$ cat config.mk
export PLATFORM = sky130hd
export DESIGN_NAME = instruction_fetch
export DESIGN_NICKNAME = d
export VERILOG_FILES = /design/src/rtl/instruction_fetch.sv
export SDC_FILE = /design/constraint.sdc
export NUM_CORES = 1
export LEC_CHECK = 0
export ABC_AREA = 1
export CAP_MARGIN = 20
export CORE_ASPECT_RATIO = 1.25
export CORE_MARGIN = 3
export CORE_UTILIZATION = 48
export CTS_CLUSTER_SIZE = 28
export DETAILED_ROUTE_END_ITERATION = 8
export GPL_TIMING_DRIVEN = 0
export PLACE_DENSITY = 0.86
export SLEW_MARGIN = 20
export SYNTH_ARGS = -nofsm -noshare
export SYNTH_HDL_FRONTEND = slang
export SYNTH_SLANG_ARGS = --single-unit
$ cat constraint.sdc
create_clock -name clk -period 4.4 [get_ports clk]
set_input_delay 1.1 -clock clk [delete_from_list [all_inputs] [get_ports clk]]
set_output_delay 1.1 -clock clk [all_outputs]
set_load 0.005 [all_outputs]
$ cat src/rtl/instruction_fetch.sv
// Fetch stage: owns the PC, handshakes instruction memory, hands {pc, instruction} to decode.
// Latency: instruction valid the cycle after imem_ready; best case one instruction every 2 cycles.
// Backpressure: stall parks the stage in HOLD indefinitely; the memory wait in REQ is unbounded.
module instruction_fetch #(
  parameter logic [31:0] RESET_PC = 32'h0000_0000
) (
  input  logic        clk,
  input  logic        reset,
  input  logic        stall,
  input  logic        branch_taken,
  input  logic [15:0] branch_imm,
  input  logic        jump,
  input  logic [25:0] jump_target,
  input  logic        jump_reg,
  input  logic [31:0] jr_target,
  output logic [31:0] imem_addr,
  output logic        imem_req,
  input  logic        imem_ready,
  input  logic [31:0] imem_rdata,
  output logic [31:0] instruction_out,
  output logic [31:0] pc_out,
  output logic [31:0] pc_plus4,
  output logic        instr_valid,
  output logic [31:0] fetch_count
);

  typedef enum logic [1:0] {
    IDLE = 2'd0,
    REQ  = 2'd1,
    HOLD = 2'd2
  } state_t;

  state_t      state;
  logic [31:0] next_pc;
  logic [31:0] branch_ofs;

  assign pc_plus4   = pc_out + 32'd4;
  assign imem_addr  = pc_out;
  assign branch_ofs = {{14{branch_imm[15]}}, branch_imm, 2'b00};

  // Register jump outranks jump, which outranks a taken branch.
  always_comb begin
    next_pc = pc_plus4;
    if (jump_reg)
      next_pc = jr_target & 32'hFFFF_FFFC;
    else if (jump)
      next_pc = {pc_plus4[31:28], jump_target, 2'b00};
    else if (branch_taken)
      next_pc = pc_plus4 + branch_ofs;
  end

  always_ff @(posedge clk or posedge reset) begin
    if (reset) begin
      state           <= IDLE;
      pc_out          <= RESET_PC;
      instruction_out <= 32'd0;
      instr_valid     <= 1'b0;
      fetch_count     <= 32'd0;
      imem_req        <= 1'b0;
    end else begin
      case (state)
        IDLE: begin
          state    <= REQ;
          imem_req <= 1'b1;
        end
        REQ: begin
          if (imem_ready) begin
            instruction_out <= imem_rdata;
            instr_valid     <= 1'b1;
            fetch_count     <= fetch_count + 32'd1;
            imem_req        <= 1'b0;
            state           <= HOLD;
          end
        end
        HOLD: begin
          if (!stall) begin
            pc_out      <= next_pc;
            instr_valid <= 1'b0;
            imem_req    <= 1'b1;
            state       <= REQ;
          end
        end
        default: begin
          state       <= IDLE;
          imem_req    <= 1'b0;
          instr_valid <= 1'b0;
        end
      endcase
    end
  end

endmodule

==> implementation parameters, run 1 <==
Parameter                              Value

Setup path
  Worst R2R Path Depth ... 20
  Endpoint of the most critical register-to-register path ... imem_addr[22]$_DFFE_PP0P_
  Type of the setup path with the least slack ... flip-flop to flip-flop
  Combined buffer and inverter count along the critical path ... 4
  Reg-to-reg startpoint ... imem_addr[2]$_DFFE_PP0P_
  Library cell contributing the largest single delay on the critical path ... dfrtp_1
  Critical Path Sink Type ... flip-flop
  Cell family with the largest share of critical-path delay ... simple AND/OR/NAND/NOR gates
  Cell chain of the critical path ... ha_1, nand3_1, inv_1, nand2_2, inv_1, nand2_1, xor2_1, inv_1, ha_1, nand2_1, nor2_1, inv_1, nor2_1, nand4_1, nand4_1, nand3_1, nand2_1, nand2_1, nand2_1, nand2_1
  Critical-path maximum fanout ... 6
  Most common cell on crit path ... nand2_1
  WP data required ... about 4.6 ns
  Critical path's largest stage delay ... approximately 0.46 ns
  Nature of the critical path startpoint ... flip-flop
  Register-to-register path setup slack ... 0.31 ns
  Data arrival time at the worst-slack endpoint ... 4.33 ns

Hold path
  Classification of the worst-slack hold path ... flip-flop to flip-flop
  Beginning of the worst hold path ... instruction_out[4]$_DFFE_PP0P_
  Count of cells along the worst hold path ... 2
  Hold-critical path endpoint ... instruction_out[4]$_DFFE_PP0P_

Detailed routing
  Detailed Routing Iterations Pass 1 ... 7
  Drt initial violations ... 642
  Detailed-route DRC error count ... 0
  Via total after detailed routing ... between 9000 and 10000
  DR vias/cell ... 5.18
  Wire per inst ... 17.0 um
  Wire length after detailed routing ... ~32 mm
  Post-route ant nets ... 0

CTS
  TritonCTS clock tree ... done
  Total clock buffers created by CTS ... 9
  Num Clock Sinks ... 97
  Clock transition time at the flip-flop clock pins of the worst setup and hold paths ... 0.07 ns
  Hold-fix buffer count after cts ... 0
  Total setup buffers inserted after CTS ... 0
  Max Buffers Root-to-Sink ... 2
  H-tree depth reported by CTS ... 3
  Buffer cell driving the clock tree root ... clkbuf_16
  Post-CTS Resized ... 0
  Worst-Skew Late Latency ... about 0.35 ns

Global routing
  Number of antenna violations at the first check in global routing ... 0
  Pin count of the biggest net entering global routing ... 81
  Global-route wire length before repair ... 49.3 mm
  Number of global-route vias before repair ... 9773
  Grt ovf ... 0
  Global-route total usage across every layer ... around a third

Synthesis
  Dominant synthesized flop cell ... dfrtp_1
  #FFs+latches synth ... 97
  Post-synthesis cell type with the largest combined area ... dfrtp_1
  Area share of the largest cell type after synthesis ... between 20 and 30%
  Sequential-to-total area share from yosys stat ... 29.1%
  Summed instance area of the synthesized netlist ... roughly 8300 um2
  Number of synthesis warnings ... 0
  Number of flops mapped to enable cells by yosys ... 0
  Number of unique standard cell types used by synthesis ... 45
  Instance count of the mapped netlist ... 1348
  Async set or reset register ratio after synthesis ... 100%
  Synthesized area divided by synthesized cell count ... just over 6 um2
  Leading post-synthesis cells by cell area ... dfrtp_1 (29%), nand2_1 (23%), inv_1 (8.1%), nor2_1 (6.3%), ha_1 (5.6%)

Floorplan
  Vertical die dimension ... 153 um
  Row count ... 53
  Standard cell core area ... 16900 um2
  Number of primary I/O pins ... 275
  Effective utilization at floorplan ... 49.3%
  Area of the die ... between 15000 and 20000 um2
  Die width ... 124 um

STA
  Setup Total Neg Slack ... 0 ns
  Final worst-path setup slack ... 0.307 ns
  Actual slew at the worst max-slew pin ... 0.973 ns
  Maximum operating frequency ... ~0.24 GHz
  Setup violation total in the final timing report ... 0
  Final Skew ... ~0.0085 ns
  Final-report hold violation count ... 0
  Final critical delay including setup and external delays ... just over 4 ns
  Max-slew headroom ... 34.9%
  Max-slew violation total from the final report ... 0
  Portion of the clock cycle consumed by the worst path in the final layout ... 93.0%
  Unrepaired setup endpoints after global routing ... false
  Worst hold slack across all endpoints ... 0.472 ns

Power and ir drop
  Static power due to leakage ... 5.95 nW
  Power density relative to cell area ... approximately 590 nW/um2
  Largest vdd supply drop ... 421 uV

Placement
  Place WS ... 0.0328 ns
  Total half-perimeter wirelength after legalization and detailed placement ... 26.2 mm
  Number of input and output port buffers inserted ... 264
  Placed Instance Area ... 11300 um2
  Placer Congestion ... 0.981

Finish
  Final #Nets ... between 1500 and 2000
  Layout cell share with drive strength beyond 1 ... 5.08%
  Final standard cell area without fillers ... 11600 um2
  Final core area utilization ... 68.8%
  Fill cell instance count of the final layout ... approximately 1500
  Layout Area Growth over Synthesis ... 39.7%
  Diode count ... 0

Run
  Number of maximum-capacitance violations ... 0

Status
  Run status ... finished, final reports clean
-- routing by layer --
layer	track usage, %	up-vias	part of all wire, %
li1	-	4705	-
met1	35.9	4375	37
met2	60.1	430	51
met3	7.40	85	7.9
met4	16.0	0	5.1
met5	0	-	0
-- report_power, final --
part / switching [mW] / internal, mW / total [mW]
clock: 0.366 / 0.522 / 0.888
sequential: 0.444 / 1.20 / 1.64
combinational: 2.23 / 2.05 / 4.29
total: 3.04 / 3.78 / 6.82
-- Yosys cell counts, types with 2 or more instances --
cell,instances
ha_1,37
nor2_1,140
nor2_2,7
o22ai_1,2
nand4_1,16
dfrtp_1,97
nand2_1,521
nor3_1,21
clkbuf_1,25
nand3_1,73
inv_1,179
o221ai_1,2
buf_4,36
o21bai_1,3
inv_2,2
a21oi_1,68
nand2_2,7
nor2_4,2
xor2_1,36
or2_2,2
o211ai_1,2
and2_1,3
xnor2_1,12
buf_2,2
a21o_1,2
o21ai_0,32
-- tightest hold or removal path: stages, from the launching register on --
cell and delay [ns]:
dfrtp_1 0.34, nand2_1 0.05, nand2_1 0.05
-- metrics by stage --
stage	instances	power [mW]
6_report	1854	6.82
5_1_grt	1854	7.36
4_1_cts	1854	6.81
3_5_place_dp	1838	5.89
3_3_place_gp	1837	5.81
2_1_floorplan	1353	3.80
-- cells by family after synthesis --
kind of cell	synth area share (%)
adder cells (fa/ha/maj)	5.80
AND/OR/NAND/NOR	39.6
flip-flops	29.1
XOR/XNOR	5.05
buffers and inverters	12.7
AO/OA/AOI/OAI	7.63
other	0.0450
-- cells in the final DEF, fill, tap and decap left out, drive strengths merged --
cell type / n
nand2: 528
clkdlybuf4s50: 264
inv: 184
nor2: 149
dfrtp: 97
nand3: 73
a21oi: 68
buf: 40
ha: 37
xor2: 36
clkbuf: 35
o21ai: 33
nor3: 23
nand4: 18
xnor2: 12
conb: 6
o21bai: 3
and2: 3
nor4: 3
or2: 2
a21o: 2
o211ai: 2
o22ai: 2
o221ai: 2
bufinv: 2
clkinv: 1
nand3b: 1
a31oi: 1
a21boi: 1
o21ba: 1
a22oi: 1
o31ai: 1
o311ai: 1
fa: 1
clkinvlp: 1
-- worst max-delay path by stage --
stage / startpoint / end / slack [ns] / cells past startpoint
finish: imem_addr[2]$_DFFE_PP0P_ / imem_addr[22]$_DFFE_PP0P_ / 0.31 / 20
global route: imem_addr[2]$_DFFE_PP0P_ / imem_addr[22]$_DFFE_PP0P_ / 0.06 / 20
CTS: branch_imm[15] / imem_addr[22]$_DFFE_PP0P_ / 0.39 / 13
detailed placement: branch_imm[15] / imem_addr[22]$_DFFE_PP0P_ / 0.03 / 13
global placement: reset / instruction_out[31]$_DFFE_PP0P_ / -0.72 / 2
floorplan: reset / fetch_count[0]$_DFFE_PP0P_ / 0.77 / 1
-- final cells by class --
type | instances | area (um2) | share of cell area [%]
repair buffers | 265 | 2670 | 22.9
plain buffers | 64 | 378 | 3.25
clock inverters | 6 | 96.3 | 0.828
inverters | 182 | 688 | 5.91
multi-input cells | 1010 | 4860 | 41.8
flip-flops and latches | 97 | 2430 | 20.9
clock buffers | 10 | 239 | 2.05
well taps | 220 | 275 | 2.37
-- sequential cells by signal, indices dropped and copies added (netlist names) --
register,count
fetch_count,32
state,2
instruction_out,32
instr_valid,1
imem_addr,30
(Power assumes the default switching activity.)
==> run 2: changes to the inputs <==
HOLD_SLACK_MARGIN = 0.06   (was not set)
==> results of run 2 <==
Same layout as run 1: the final DEF is identical, and so are final timing and power.
